### src/rtl/serial_adder_ctrl.sv
// Bit-serial adder sequencer: one shared full_adder cell adds two WIDTH-bit
// operands LSB first, one bit per clock, bracketed by a start/busy/done handshake.

module full_adder (
    input  logic A,
    input  logic B,
    input  logic cin,
    output logic Y,
    output logic cout
);
    assign Y    = A ^ B ^ cin;
    assign cout = (A & B) | (cin & (A ^ B));
endmodule

module serial_adder_ctrl #(
    parameter int WIDTH = 4
) (
    input  logic             clk,
    input  logic             reset,
    input  logic             start,
    input  logic [WIDTH-1:0] a,
    input  logic [WIDTH-1:0] b,
    input  logic             cin,
    output logic             busy,
    output logic             done,
    output logic [WIDTH-1:0] sum,
    output logic             cout
);
    // A single-bit counter still works for WIDTH=1 because the terminal value is 0.
    localparam int CNT_W = (WIDTH > 1) ? $clog2(WIDTH) : 1;
    localparam logic [CNT_W-1:0] LAST_CNT = CNT_W'(WIDTH - 1);

    typedef enum logic [1:0] {
        ST_IDLE = 2'b00,
        ST_RUN  = 2'b01,
        ST_DONE = 2'b10
    } state_t;

    state_t           state_r,  state_nxt_s;
    logic [WIDTH-1:0] a_sr_r,   a_sr_nxt_s;
    logic [WIDTH-1:0] b_sr_r,   b_sr_nxt_s;
    logic [WIDTH-1:0] psum_r,   psum_nxt_s;
    logic [WIDTH-1:0] sum_r,    sum_nxt_s;
    logic [CNT_W-1:0] cnt_r,    cnt_nxt_s;
    logic             carry_r,  carry_nxt_s;
    logic             cout_r,   cout_nxt_s;
    logic             busy_r,   busy_nxt_s;
    logic             done_r,   done_nxt_s;
    logic             fa_y_s;
    logic             fa_cout_s;
    logic [WIDTH-1:0] psum_shift_s;

    full_adder u_fa (
        .A    (a_sr_r[0]),
        .B    (b_sr_r[0]),
        .cin  (carry_r),
        .Y    (fa_y_s),
        .cout (fa_cout_s)
    );

    // New bit enters at the MSB; after WIDTH shifts the LSB sits in bit 0.
    assign psum_shift_s = WIDTH'({fa_y_s, psum_r} >> 1);

    // Next-state, datapath and output decode.
    always_comb begin
        state_nxt_s = state_r;
        a_sr_nxt_s  = a_sr_r;
        b_sr_nxt_s  = b_sr_r;
        psum_nxt_s  = psum_r;
        sum_nxt_s   = sum_r;
        cnt_nxt_s   = cnt_r;
        carry_nxt_s = carry_r;
        cout_nxt_s  = cout_r;
        case (state_r)
            ST_IDLE: begin
                if (start) begin
                    a_sr_nxt_s  = a;
                    b_sr_nxt_s  = b;
                    carry_nxt_s = cin;
                    psum_nxt_s  = '0;
                    cnt_nxt_s   = '0;
                    state_nxt_s = ST_RUN;
                end else begin
                    state_nxt_s = ST_IDLE;
                end
            end
            ST_RUN: begin
                a_sr_nxt_s  = a_sr_r >> 1;
                b_sr_nxt_s  = b_sr_r >> 1;
                psum_nxt_s  = psum_shift_s;
                carry_nxt_s = fa_cout_s;
                cnt_nxt_s   = cnt_r + CNT_W'(1);
                if (cnt_r == LAST_CNT) begin
                    sum_nxt_s   = psum_shift_s;
                    cout_nxt_s  = fa_cout_s;
                    state_nxt_s = ST_DONE;
                end else begin
                    state_nxt_s = ST_RUN;
                end
            end
            ST_DONE: begin
                state_nxt_s = ST_IDLE;
            end
            default: begin
                state_nxt_s = ST_IDLE;
            end
        endcase
        busy_nxt_s = (state_nxt_s == ST_RUN);
        done_nxt_s = (state_nxt_s == ST_DONE);
    end

    // State, datapath and registered handshake outputs.
    always_ff @(posedge clk) begin
        if (reset) begin
            state_r <= ST_IDLE;
            a_sr_r  <= '0;
            b_sr_r  <= '0;
            psum_r  <= '0;
            sum_r   <= '0;
            cnt_r   <= '0;
            carry_r <= 1'b0;
            cout_r  <= 1'b0;
            busy_r  <= 1'b0;
            done_r  <= 1'b0;
        end else begin
            state_r <= state_nxt_s;
            a_sr_r  <= a_sr_nxt_s;
            b_sr_r  <= b_sr_nxt_s;
            psum_r  <= psum_nxt_s;
            sum_r   <= sum_nxt_s;
            cnt_r   <= cnt_nxt_s;
            carry_r <= carry_nxt_s;
            cout_r  <= cout_nxt_s;
            busy_r  <= busy_nxt_s;
            done_r  <= done_nxt_s;
        end
    end

    assign busy = busy_r;
    assign done = done_r;
    assign sum  = sum_r;
    assign cout = cout_r;

endmodule

### config.mk
export PLATFORM = sky130hd
export DESIGN_NAME = serial_adder_ctrl
export DESIGN_NICKNAME = d
export VERILOG_FILES = /design/src/rtl/serial_adder_ctrl.sv
export SDC_FILE = /design/constraint.sdc
export NUM_CORES = 1
export LEC_CHECK = 0
export CORE_AREA = 3 3 56 58
export DETAILED_ROUTE_END_ITERATION = 12
export DIE_AREA = 0 0 59 61
export GPL_TIMING_DRIVEN = 0
export SLEW_MARGIN = 20
export SYNTH_ARGS = -nofsm -noshare
export SYNTH_HDL_FRONTEND = slang
export SYNTH_SLANG_ARGS = --single-unit
### constraint.sdc
create_clock -name clk -period 3.6 [get_ports clk]
set_clock_uncertainty 0.1 [all_clocks]
set_input_delay 0.72 -clock clk [delete_from_list [all_inputs] [get_ports clk]]
set_output_delay 0.72 -clock clk [all_outputs]
set_load 0.03 [all_outputs]
==> summary.md, run 1 <==
The run finished with clean final reports. Routability-driven placement finished with a final weighted congestion of 0.7307. Timing analysis after detailed placement gives a worst setup slack of 1.451 ns. The post-synthesis sequential area ratio was 51.11%; the worst-case hold slack was 0.3635 ns. The floorplan core area came out at 2710 µm². The logs give 0 for the number of hold violations in the final report and 0 for the number of diodes. The initial cell density of the core was 33.24%; the per-instance average area after synthesis was 9.792 µm². The mean number of vias per cell is 4.903. Summing all flip-flop and latch instances after layout gives 460.4 µm².

Measured along the x axis, the die boundary spans 59 µm. Once detailed placement completed, the half-perimeter wirelength came to 1257 µm. The post-route clock period utilization came out at 59.28%. Once detail routing completed, the nets flagged for antenna violations numbered 0. The total power divided by cell area works out to 389.8 nW/µm². The maximum level of the CTS H-tree came out at 1.

From synthesis to final layout, the design area changed by 27.22%. In the final timing run, aggregate negative setup slack is 0 ns. The worst pin sits at a relative slew slack of 62.90%. In the global route stage, overall resource usage came out at 10.58%. The number of placed instances, taps included, is 141. The register bit total from synthesis came out at 23. STA classifies the critical path endpoint as an output port. The logs give 22 for the number of distinct library cells after synthesis and 42.29% for the utilization after layout. The count of buffering cells on the critical path with inverters included is 1, and the filler cell count is 277. The clock-pin slew on the worst setup and hold paths came out at 0.11 ns. Across the run, the number of max-cap violations was 0. The floorplan has 19 rows. The height of the chip works out to 61 µm.

In this run the clock root is driven by a clkbuf_4. After detailed routing, the number of remaining DRC violations is 0. The critical path data arrival time was 1.31 ns. TritonCTS built the clock tree. Summed over all layers, the global routing overflow is 0.

In this run the post-CTS setup repair buffer count came out at 0. The critical path is of the register to output port type. Setup repair after global routing left no endpoint under its margin. The library cell used most frequently in the layout, excluding fill and tap cells, is dfxtp_1.

Derived from the worst setup path, the maximum achievable clock frequency is 468.6 MHz. The synthesized net count was 106. The number of input and output port buffers inserted is 18.

In the layout the commonest cells are dfxtp_1, clkdlybuf4s50_1, nor2_1. For the worst path required time, the log shows 2.78 ns. The largest incremental delay on the critical path is 0.67 ns, and the number of buffers on the longest clock path is 2.

The tools report the final critical-path setup slack as 1.466 ns. The logs give 405.4 µm² for the combined area of the multi-input logic cells and 0 for the post-cts hold buffer count. The pin count of the biggest net entering global routing is 13, and the TritonCTS buffer count is 3. The CTS sink count is 23, and the first-pass GRT wire length is 2960 µm.

The pre-antenna-repair detailed-routing pass consisted of 4 iterations. Max-slew violation total from the final report: 0. Dividing the detail-routed wire length by the instance count gives 11.66 µm. For this block, the routed nets add up to 1690 µm of wire. The tools report the clock insertion delay at the later pin of the skew report as 0.30 ns. The worst path in the final design needs a cycle of 2.134 ns, including I/O delays and setup. The cell class contributing the biggest share of worst-path delay is buffers and inverters. Maximum resistive drop on vdd: 0.2022 mV. The class of the tightest hold or removal check was register to register.

The die area is 3599 µm². Category of the worst setup path launch point: a register. The tools report the initial detailed-routing violation count as 8. The logs give 711 for the total via count after detailed routing and 0 for the final setup violation count. The largest fanout of any net on the critical path was 2; the quantity of gates resized following cts was 0. Summed over all cells, the static leakage comes to 0.4348 nW.

For the pin with the worst max-slew slack, the measured transition is 0.5553 ns. The share of final-layout standard cells stronger than drive strength 1 works out to 7.018%. Walking the worst path, the cells encountered are clkdlybuf4s50_1.

The Yosys step of the flow raised 0 warnings. The tools report the gate count of the mapped netlist as 92. Pin placement for this block handled 19 I/O pins. The number of global-route vias before repair came out at 674. The area of the mapped netlist was 900.9 µm²; the number of nets in the layout was 129.

The initial antenna violation count is 0, and the final non-filler cell total is 145. The worst-path cell with the longest stage delay was clkdlybuf4s50_1.
==> cells by family (layout without fill, tap and decap cells) <==
logic type / after synthesis / count (layout) / synth area share (%)
mux: 9 / 9 / 10.00
fa+ha+maj: 2 / 2 / 3.611
flops: 23 / 23 / 51.11
simple gates: 33 / 33 / 16.95
compound gates: 19 / 19 / 14.44
buf+inv: 6 / 28 / 3.888
==> per-layer routing <==
layer  track usage, %  wire [µm]
met1            13.81        849
met2            17.98        756
met3            1.277         65
met4            3.883         19
met5                0          0
==> path summary, 6_finish.rpt <==
kind	startpoint	to	slack [ns]	depth (start not counted)
max reg2reg	cnt_r[0]$_SDFFE_PP0P_	sum[3]$_SDFFE_PP0P_	2.25	4
max	sum[3]$_SDFFE_PP0P_	sum[3]	1.47	1
min reg2reg	sum[0]$_SDFFE_PP0P_	sum[0]$_SDFFE_PP0P_	0.36	2
min	sum[0]$_SDFFE_PP0P_	sum[0]$_SDFFE_PP0P_	0.36	2
==> registers in the layout (all words and copies together), names as in the netlist <==
signal	cells
done	1
psum_r	3
carry_r	1
sum	4
cout	1
a_sr_r	4
cnt_r	2
busy	1
b_sr_r	4
state_r	2
==> final cells by class <==
cell class              instances  area share [%]
flip-flops and latches         23           40.17
inverters                       1          0.3275
well taps                      31           3.384
multi-input cells              63           35.37
plain buffers                   5           2.729
clock buffers                   4           2.293
repair buffers                 18           15.72
==> worst min-delay path, stage by stage (launching register included) <==
cell and delay [ns]:
dfxtp_1 0.33, nand2_1 0.05, a21oi_1 0.05
==> power breakdown <==
group	internal [mW]	switching (mW)	leakage, nW
logic	0.0311	0.0279	0.232
registers	0.266	0.00795	0.188
clock network	0.0431	0.0704	0.0150
total	0.340	0.106	0.435
==> Yosys cell counts <==
library cell  count  area (µm²)
dfxtp_1          23       460.4
mux2i_1           9       90.09
a22oi_1           6       45.04
buf_2             1       5.000
nand2b_1          1       6.260
buf_6             1       11.26
fa_1              1       20.02
clkbuf_1          2       7.510
nor3b_1           1       7.510
nand2b_2          1       8.760
a211oi_1          7       52.55
a21oi_1           5       25.02
inv_1             1       3.750
nor2_1           16       60.06
clkbuf_4          1       7.510
nand2_1           5       18.77
ha_1              1       12.51
o21bai_1          1       7.510
nand3b_1          1       7.510
nand3_1           5       25.02
and2b_2           1       8.760
nor3_1            2       10.01
==> per-stage QoR <==
step	instance area (µm²)	power (mW)
2_1_floorplan	900.9	0.3156
3_3_place_gp	1120	0.3383
3_5_place_dp	1120	0.3396
4_1_cts	1146	0.4524
5_1_grt	1146	0.4724
6_report	1146	0.4467
(Power assumes the default switching activity.)
==> run 2: changes to the inputs <==
clock period = 2 ns   (was 3.6 ns; I/O delays follow)
==> results of run 2 <==
The final DEF is identical to that of run 1. Status: finished clean.
Main changes from that run: setup slack after placement 1.451 ns -> 0.1711 ns; setup slack after layout 1.466 ns -> 0.1860 ns; register-to-register setup slack 2.25 ns -> 0.65 ns; total power 0.4467 mW -> 0.8041 mW; worst IR drop on VDD 0.2022 mV -> 0.3639 mV
